$ cat src/rtl/mdu_pkg.sv
// Shared types and constants for the multiply/divide sequencer.
package mdu_pkg;

    typedef enum logic [1:0] {
        OP_MULT  = 2'b00,
        OP_MULTU = 2'b01,
        OP_DIV   = 2'b10,
        OP_DIVU  = 2'b11
    } mdu_op_e;

    typedef enum logic [1:0] {
        S_IDLE,
        S_MUL_BUSY,
        S_DIV_BUSY,
        S_DONE
    } mdu_state_e;

    localparam int          MDU_DIV_ITERS = 32;
    localparam int          CNT_W         = 6;
    localparam logic [31:0] DIV0_LO       = 32'hFFFF_FFFF;

    // Two's-complement negate when neg is set; used for magnitudes and sign fix-up.
    function automatic logic [31:0] cond_neg(input logic [31:0] v, input logic neg);
        return neg ? (~v + 32'd1) : v;
    endfunction

endpackage

$ cat src/rtl/mdu_div_core.sv
// Unsigned restoring radix-2 divider: one quotient bit per step.
// quo_o/rem_o show the value the current step produces, so the parent can capture on the last step.
module mdu_div_core
    import mdu_pkg::*;
(
    input  logic        clk_i,
    input  logic        rst_i,
    input  logic        start_i,
    input  logic        clear_i,
    input  logic        step_i,
    input  logic [31:0] dividend_i,
    input  logic [31:0] divisor_i,
    output logic [31:0] quo_o,
    output logic [31:0] rem_o
);

    logic [63:0] acc_q;      // {partial remainder, dividend/quotient bits}
    logic [31:0] divisor_q;
    logic [32:0] diff;
    logic [63:0] acc_step;

    always_comb begin
        diff = acc_q[63:31] - {1'b0, divisor_q};
        if (!diff[32]) begin
            acc_step = {diff[31:0], acc_q[30:0], 1'b1};
        end else begin
            acc_step = {acc_q[62:0], 1'b0};
        end
    end

    assign quo_o = acc_step[31:0];
    assign rem_o = acc_step[63:32];

    // NOTE: state registers use non-blocking assignments so every flop samples pre-edge values.
    always_ff @(posedge clk_i or negedge rst_i) begin
        if (!rst_i) begin
            acc_q     <= '0;
            divisor_q <= '0;
        end else if (clear_i) begin
            acc_q     <= '0;
            divisor_q <= '0;
        end else if (start_i) begin
            acc_q     <= {32'd0, dividend_i};
            divisor_q <= divisor_i;
        end else if (step_i) begin
            acc_q     <= acc_step;
        end
    end

endmodule

$ cat src/rtl/mdu_ctrl.sv
// EX-stage multiply/divide sequencer: drives the external multiplier IP, runs the
// iterative divider, stalls EX while busy and holds HI/LO until the pipeline advances.
module mdu_ctrl
    import mdu_pkg::*;
#(
    parameter int MUL_LAT = 6
) (
    input  logic        clk_i,
    input  logic        rst_i,
    input  logic        start_i,
    input  logic [1:0]  op_i,
    input  logic [31:0] opa_i,
    input  logic [31:0] opb_i,
    input  logic        flush_i,
    input  logic        hold_i,
    input  logic [63:0] mul_p_i,
    output logic        mul_ce_o,
    output logic        mul_sclr_o,
    output logic        busy_o,
    output logic        done_o,
    output logic [31:0] hi_o,
    output logic [31:0] lo_o,
    output logic        div_by_zero_o
);

    mdu_state_e state_q, state_d;
    logic [CNT_W-1:0] cnt_q, cnt_d;
    logic [31:0] hi_q, hi_d, lo_q, lo_d;
    logic done_q, done_d, dbz_q, dbz_d;
    logic neg_quo_q, neg_quo_d, neg_rem_q, neg_rem_d;

    mdu_op_e op;
    logic is_mul, is_signed, sign_a, sign_b, div_zero;
    logic busy, mul_ce, div_start, div_step;
    logic [31:0] div_quo, div_rem;

    assign op        = mdu_op_e'(op_i);
    assign is_mul    = (op == OP_MULT) || (op == OP_MULTU);
    assign is_signed = (op == OP_MULT) || (op == OP_DIV);
    assign sign_a    = is_signed & opa_i[31];
    assign sign_b    = is_signed & opb_i[31];
    assign div_zero  = !is_mul && (opb_i == 32'd0);

    mdu_div_core u_div (
        .clk_i      (clk_i),
        .rst_i      (rst_i),
        .start_i    (div_start),
        .clear_i    (flush_i),
        .step_i     (div_step),
        .dividend_i (cond_neg(opa_i, sign_a)),
        .divisor_i  (cond_neg(opb_i, sign_b)),
        .quo_o      (div_quo),
        .rem_o      (div_rem)
    );

    // NOTE: every variable gets a default before the case so no latches are inferred.
    always_comb begin
        state_d   = state_q;
        cnt_d     = cnt_q;
        hi_d      = hi_q;
        lo_d      = lo_q;
        done_d    = done_q;
        dbz_d     = dbz_q;
        neg_quo_d = neg_quo_q;
        neg_rem_d = neg_rem_q;
        busy      = 1'b0;
        mul_ce    = 1'b0;
        div_start = 1'b0;
        div_step  = 1'b0;

        if (flush_i) begin
            state_d = S_IDLE;
            cnt_d   = '0;
            done_d  = 1'b0;
            dbz_d   = 1'b0;
        end else begin
            unique case (state_q)
                S_IDLE: begin
                    if (start_i) begin
                        busy = 1'b1;
                        if (div_zero) begin
                            state_d = S_DONE;
                            done_d  = 1'b1;
                            dbz_d   = 1'b1;
                            lo_d    = DIV0_LO;
                            hi_d    = opa_i;
                        end else if (is_mul) begin
                            mul_ce  = 1'b1;
                            state_d = S_MUL_BUSY;
                            cnt_d   = CNT_W'(1);
                        end else begin
                            div_start = 1'b1;
                            neg_quo_d = sign_a ^ sign_b;
                            neg_rem_d = sign_a;
                            state_d   = S_DIV_BUSY;
                            cnt_d     = CNT_W'(1);
                        end
                    end
                end
                S_MUL_BUSY: begin
                    busy   = 1'b1;
                    mul_ce = (cnt_q < CNT_W'(MUL_LAT));
                    if (cnt_q == CNT_W'(MUL_LAT)) begin
                        {hi_d, lo_d} = mul_p_i;
                        done_d  = 1'b1;
                        dbz_d   = 1'b0;
                        state_d = S_DONE;
                        cnt_d   = '0;
                    end else if (cnt_q != '1) begin
                        cnt_d = cnt_q + 1'b1;
                    end
                end
                S_DIV_BUSY: begin
                    busy     = 1'b1;
                    div_step = 1'b1;
                    if (cnt_q == CNT_W'(MDU_DIV_ITERS)) begin
                        lo_d    = cond_neg(div_quo, neg_quo_q);
                        hi_d    = cond_neg(div_rem, neg_rem_q);
                        done_d  = 1'b1;
                        dbz_d   = 1'b0;
                        state_d = S_DONE;
                        cnt_d   = '0;
                    end else if (cnt_q != '1) begin
                        cnt_d = cnt_q + 1'b1;
                    end
                end
                S_DONE: begin
                    // start_i still belongs to the completed op here, so it is ignored.
                    if (!hold_i) begin
                        state_d = S_IDLE;
                        done_d  = 1'b0;
                        dbz_d   = 1'b0;
                    end
                end
                default: state_d = S_IDLE;
            endcase
        end
    end

    always_ff @(posedge clk_i or negedge rst_i) begin
        if (!rst_i) begin
            state_q   <= S_IDLE;
            cnt_q     <= '0;
            hi_q      <= '0;
            lo_q      <= '0;
            done_q    <= 1'b0;
            dbz_q     <= 1'b0;
            neg_quo_q <= 1'b0;
            neg_rem_q <= 1'b0;
        end else begin
            state_q   <= state_d;
            cnt_q     <= cnt_d;
            hi_q      <= hi_d;
            lo_q      <= lo_d;
            done_q    <= done_d;
            dbz_q     <= dbz_d;
            neg_quo_q <= neg_quo_d;
            neg_rem_q <= neg_rem_d;
        end
    end

    // Combinational outputs are forced low while reset is asserted.
    assign busy_o        = rst_i & busy;
    assign mul_ce_o      = rst_i & mul_ce;
    assign mul_sclr_o    = rst_i & flush_i;
    assign done_o        = done_q;
    assign hi_o          = hi_q;
    assign lo_o          = lo_q;
    assign div_by_zero_o = dbz_q;

endmodule

$ cat config.mk
export PLATFORM = sky130hd
export DESIGN_NAME = mdu_ctrl
export DESIGN_NICKNAME = d
export VERILOG_FILES = /design/src/rtl/mdu_pkg.sv /design/src/rtl/mdu_div_core.sv /design/src/rtl/mdu_ctrl.sv
export SDC_FILE = /design/constraint.sdc
export NUM_CORES = 1
export LEC_CHECK = 0
export BUFFER_PORTS_ARGS = -buffer_cell sky130_fd_sc_hd__buf_2
export CORE_MARGIN = 2
export CORE_UTILIZATION = 50
export CTS_BUF_LIST = sky130_fd_sc_hd__clkbuf_4
export CTS_CLUSTER_DIAMETER = 120
export CTS_CLUSTER_SIZE = 25
export DETAILED_ROUTE_END_ITERATION = 8
export GPL_TIMING_DRIVEN = 0
export MAX_ROUTING_LAYER = met4
export PLACE_DENSITY = 0.71
export SYNTH_ARGS = -nofsm -noshare
export SYNTH_HDL_FRONTEND = slang
export SYNTH_SLANG_ARGS = --single-unit
$ cat constraint.sdc
create_clock -name clk_i -period 11 [get_ports clk_i]
set_clock_uncertainty 0.2 [all_clocks]
set_input_delay 0 -clock clk_i [delete_from_list [all_inputs] [get_ports clk_i]]
set_output_delay 0 -clock clk_i [all_outputs]
set_load 0.005 [all_outputs]
Word-level counts from Yosys, hierarchy flattened
Cells that the tools add are included.
{"block": "word_totals", "reg_bits": 172, "in_bits": 135, "word_cells": 126}
{"block": "classes", "n_addsub": 6, "magnitude_cmp": 1, "eq_ne": 18, "mux": 61, "n_bitwise": 13, "n_reduce_logical": 17}
{"operator": "$mux W32", "n": 14}
{"operator": "$mux W64", "n": 4}
{"operator": "$pmux W32 S3", "n": 2}
{"operator": "$add A32 B1 Y32 const B", "n": 4}
{"operator": "$not A32 Y32", "n": 4}
{"operator": "$mux W6", "n": 6}
{"operator": "$sub A33 B32 Y33", "n": 1}
{"operator": "$logic_not A32 Y1", "n": 1}
{"operator": "$mux W1", "n": 22}
{"operator": "$ne A3 B3 Y1 const B", "n": 6}
{"operator": "$pmux W6 S3", "n": 1}
{"operator": "$mux W2", "n": 7}
{"operator": "$reduce_and A5 Y1", "n": 2}
{"operator": "$ne A2 B2 Y1 const B", "n": 4}
{"operator": "$pmux W1 S4", "n": 2}
{"operator": "$pmux W2 S4", "n": 1}
{"operator": "$add A6 B1 Y6 const B", "n": 1}
{"operator": "$eq A2 B2 Y1 const B", "n": 3}
{"operator": "$eq A6 B3 Y1 const B", "n": 1}
{"operator": "$eq A6 B6 Y1 const B", "n": 1}
{"operator": "$lt A6 B3 Y1 const B", "n": 1}
{"operator": "$ne A6 B6 Y1 const B", "n": 1}
{"operator": "$reduce_and A6 Y1", "n": 1}
{"operator": "$reduce_bool A3 Y1", "n": 2}
{"operator": "14 further kinds", "n": 24}

Longest topological paths before layout
{"block": "logic_depth", "depth_word": 10, "mapped_depth": 23}

Cells and area by module
A second synthesis with hierarchy kept.
{"block": "hier_totals", "hier_cells": 1677, "area_unflattened_um2": 13870.8}
{"mod": "mdu_div_core", "instances": 1, "cells_per_inst": 810, "area_each_um2": 6941.7, "seq_area_each_um2": 2402.3}
{"mod": "mdu_ctrl", "instances": 1, "cells_per_inst": 867, "area_each_um2": 6929.1, "seq_area_each_um2": 1901.8}

Least setup slack after synthesis
Ideal clock, no wire load.
{"block": "synth_timing", "path_kind": "flip-flop to flip-flop", "from": "register u_div.acc_q[31]", "to": "register hi_q[20] (netlist: hi_o[20])", "t_arrival_ns": 4.379, "path_slack_ns": 6.290, "path_stages_with_launch": 24, "path_buffers": 3, "synth_period_minus_slack_ns": 4.710, "path_cell_list": "dfrtp_1 -> inv_1 -> ha_1 -> fa_1 -> nor2b_1 -> o31a_1 -> o21a_1 -> o21ai_0 -> a221oi_4 -> buf_2 -> buf_2 -> buf_2 -> nor2_1 -> a21oi_1 -> inv_1 -> ha_1 -> and4_1 -> nand4_1 -> inv_1 -> a21oi_1 -> o21ai_0 -> xor2_1 -> a221oi_1 -> nor3_1"}
{"block": "synth_via", "elab_chain_len": 7}
{"item": "start: declaration", "line_no": "mdu_div_core.sv:17", "text": "logic [63:0] acc_q;"}
{"item": "start signal: assignment", "line_no": "mdu_div_core.sv:43", "text": "acc_q <= {32'd0, dividend_i};"}
{"item": "start signal: assignment", "line_no": "mdu_div_core.sv:46", "text": "acc_q <= acc_step;"}
{"item": "$sub A33 B32 Y33", "line_no": "mdu_div_core.sv:23", "text": "diff = acc_q[63:31] - {1'b0, divisor_q};"}
{"item": "$mux W64 *", "line_no": "mdu_div_core.sv:24", "text": "if (!diff[32]) begin"}
{"item": "$not A32 Y32", "line_no": "mdu_pkg.sv:24", "text": "return neg ? (~v + 32'd1) : v;"}
{"item": "$add A32 B1 Y32", "line_no": "mdu_pkg.sv:24"}
{"item": "$mux W32 *", "line_no": "mdu_pkg.sv:24"}
{"item": "$mux W32 *", "line_no": "mdu_ctrl.sv:116", "text": "if (cnt_q == CNT_W'(MDU_DIV_ITERS)) begin"}
{"item": "$pmux W32 S3 *", "line_no": "mdu_ctrl.sv:77", "text": "unique case (state_q)"}
{"item": "end signal: assignment", "line_no": "mdu_ctrl.sv:153", "text": "hi_q <= hi_d;"}
{"item": "end: declaration", "line_no": "mdu_ctrl.sv:28", "text": "logic [31:0] hi_q, hi_d, lo_q, lo_d;"}
Every way passes the cells marked *; elsewhere a longest branch is shown, timed or not. The select of a mux whose other input is x is not followed.
A chain may end at the register's enable or synchronous reset.

Final worst setup path
Ends and elaborated chain as after synthesis.

==> metrics.yaml <==
global_route:
  overflow: 0
  grt_pass1_wl_mm: 84.4
  grt_usage_pct: 39.6
  grt_max_degree: 97
  first_global_vias: 15300
  antenna_found_initial: 1
cts:
  tritoncts: "done"
  cts.sinks: 172
  cts_resized: 0
  cts_setup_buffers: 0
  cts_inserted_buffers: 17
  clk_pin_slew_ps: 170
  clock_latency_ps: 640
  cts_buffer_depth: 2
  cts_htree_levels: 4
  root_buffer: "clkbuf_4"
floorplan:
  row_count: 60
  num_io_pins: 204
  core_um2: 26700
  dieArea_um2: 28200
  die_w_um: 168
  start_util_pct: 50.4
  die_h_um: 168
power_and_ir_drop:
  p_seq_share_pct: 16.5
  ir_worst_vdd_v: 0.000215
  netSwitchingFraction_pct: 56.6
  internal_power_w: 0.00278
  switchingPower_w: 0.00362
  combPwrFrac_pct: 77.4
  leakage_nw: 7.34
  p_per_area_nw_per_um2: 362
  p_clk_share_pct: 6.1
critical_path:
  r2r-end: "hi_o[20]"
  cp-endpoint: "hi_o[20]"
  r2r_cells: 24
  startpoint: "u_div.acc_q[31]"
  arrival_ps: 7410
  crit_required_ps: 11370
  max_stage_delay_ps: 580
  startpoint_type: "flop"
  ff2ff_setup_slack_ps: 3960
  crit_type: "reg2reg"
  slowest_stage: "a221oi_4"
  reg2reg_from: "u_div.acc_q[31]"
  path_max_fanout: 10
  cp-end-kind: "flop"
  cp_cell_sequence: "inv_1 > ha_1 > fa_1 > nor2b_1 > o31a_1 > o21a_1 > o21ai_0 > a221oi_4 > buf_2 > buf_2 > buf_2 > nor2_1 > a21oi_1 > inv_1 > ha_1 > and4_1 > nand4_1 > inv_1 > a21oi_1 > o21ai_0 > xor2_1 > a221oi_1 > nor3_1 > dlygate4sd3_1"
timing:
  rsz0062_at_grt: "false"
  finalCritPeriodShare_pct: 64.0
  max_slew_margin_pct: 38.7
  worst_pin_slew_ps: 920
  layout_min_cycle_time_ps: 7040
  finalSetupViolCount: 0
  final_hold_viol_count: 0
  finalSetupTns_ps: 0
  hold_ws_ps: 24.8
  fmax_ghz: 0.142
  drv_slew: 0
routing:
  wire_per_inst_um: 22.2
  drtAntennaViolNets: 0
  drtPass1Iterations: 8
  dr_total_vias: 15600
  drt_wl_total_mm: 55.2
  drc: 0
  dr.first_iter.drc_count: 1820
  vias_per_cell: 6.27
yosys:
  ys_ff_latch: 172
  syn_nets: 1849
  synth_ff_type: "dfrtp_1"
  synth_area_leader_cell: "dfrtp_1"
  synth_top_area_share_pct: 32.0
  ys_types: 79
  synth-async-reset-ratio_pct: 100
  ys_seq_area_share_pct: 32.0
  yosysWarnings: 0
  avgSynthCellArea_um2: 8.05
  syn_inst: 1669
  netlist_area_um2: 13400
  synth_edf_count: 0
  synth_area_leaders: "dfrtp_1 32%, nor2_1 6.8%, xnor2_1 6.1%, a211oi_1 5.2%, nand2_1 4.3%"
placement:
  place_inst: 2211
  dpl.hpwl_mm: 39.2
  io_buffers: 200
  gp_congestion: 0.983
flow_run:
  cap_violations: 0
worst_hold_path:
  hold_path.class: "in2reg"
cells_and_area:
  area_growth_pct: 31.5
  fin_cells: 2490
  num-nets-final: 2314
  drive_gt1_share_pct: 12.9
outcome:
  outcome: "finished clean"
==> registers in the layout (all words and copies together) (netlist names) <==
signal	flops
lo_o	32
neg_rem_q	1
state_q	2
div_by_zero_o	1
done_o	1
hi_o	32
neg_quo_q	1
cnt_q	6
u_div.divisor_q	32
u_div.acc_q	64
==> how the worst min path moves through the flow <==
stage / from / to / slack (ps) / depth (start not counted)
2_1_floorplan: rst_i / cnt_q[0] / -500 / 0
3_3_place_gp: mul_p_i[7] / lo_o[7] / 70 / 3
3_5_place_dp: rst_i / hi_o[12] / -100 / 1
4_1_cts: mul_p_i[1] / lo_o[1] / 3 / 4
5_1_grt: mul_p_i[1] / lo_o[1] / 50 / 4
6_report: mul_p_i[22] / lo_o[22] / 20 / 4
==> cell usage in the layout, fill, tap and decap left out, drive strengths merged, types with 5 or more instances in the layout <==
cell type    instances
nor4                 8
a211oi              94
a31oi               18
a221oi              43
or2                  5
or3                 15
nor2               243
o22ai               11
o21ai              118
nor3                43
a21oi               94
xnor2               94
clkinv               7
nand2b               8
nand2              154
o41ai               12
a41oi               16
and3                 8
or4                  7
nor2b                8
nand3               21
xor2                42
inv                 71
and2                13
nand3b               5
o21a                 6
dfrtp              172
dlygate4sd3        244
o31ai               29
a21o                11
ha                  44
mux2i               55
buf                222
nand4               17
clkbuf             111
o211ai              10
a221o                8
a22oi                5
==> worst max-delay path, delay by kind of cell (launching register included) <==
family,cells,cell delay (ps)
adder cells (fa/ha/maj),3,1000
buffers and inverters,7,2000
AND/OR/NAND/NOR,5,810
AO/OA/AOI/OAI,8,2100
flip-flops,1,530
XOR/XNOR,1,350
==> cell families after synthesis <==
family	synth area share (%)
multiplexers	4.35
buffers and inverters	5.16
flip-flops	32.0
adder cells (fa/ha/maj)	4.24
AND/OR/NAND/NOR	18.8
AO/OA/AOI/OAI	26.5
XOR/XNOR	8.86
==> power groups by stage <==
stage	logic, W	registers (W)	clock network (W)
global route	0.00530	0.00107	0.000421
floorplan	0.00319	0.000989	0
CTS	0.00475	0.00104	0.000393
finish	0.00496	0.00105	0.000393
detailed placement	0.00451	0.00105	0
global placement	0.00446	0.00105	0
==> synth_stat cells (all sizes together) (4+ instances only) <==
master  number
nor2       243
dfrtp      172
nand2      154
o21ai      118
a211oi      94
a21oi       94
clkbuf      94
xnor2       94
inv         61
mux2i       55
ha          44
a221oi      43
nor3        43
xor2        42
o31ai       29
nand3       21
buf         20
a31oi       18
nand4       17
a41oi       16
or3         15
and2        13
o41ai       12
a21o        11
o22ai       11
o211ai      10
a221o        8
and3         8
nand2b       8
nor2b        8
nor4         8
or4          7
o21a         6
a22oi        5
nand3b       5
or2          5
a311oi       4
a31o         4
o211a        4
==> per-stage QoR <==
| stage | setup WS (ps) | area (um^2) | util, % | total power (W) |
|---|---|---|---|---|
| 3_3_place_gp | 4980 | 14900 | 55.8 | 0.00551 |
| 2_1_floorplan | 6290 | 13400 | - | 0.00418 |
| 4_1_cts | 4340 | 17700 | 66.3 | 0.00618 |
| 6_report | 3960 | 17700 | 66.3 | 0.00641 |
| 3_5_place_dp | 4890 | 14900 | 55.9 | 0.00556 |
| 5_1_grt | 3820 | 17700 | 66.3 | 0.00679 |
==> per-layer routing <==
metal / vias up / global-route usage (%) / share of wire [%]
met1: 7377 / 46.2 / 38
met5: - / - / 0
met3: 278 / 7.40 / 9.0
li1: 7003 / - / -
met4: 0 / 29.1 / 8.5
met2: 957 / 61.5 / 44
==> layout make-up <==
type,count,area [um^2]
plain buffers,114,457
multi-input cells,1320,8440
well taps,341,427
repair buffers,446,3510
flip-flops and latches,172,4300
inverters,63,236
clock buffers,17,128
diodes,2,5.00
clock inverters,15,166
fillers,2177,8970
==> timing repair <==
| action | CTS | global route |
|---|---|---|
| setup endpoints to repair | 0 | 0 |
| hold endpoints to repair | 312 | 0 |
| hold buffers | 245 | 0 |
Note: power is estimated with default switching activity, not from simulation.
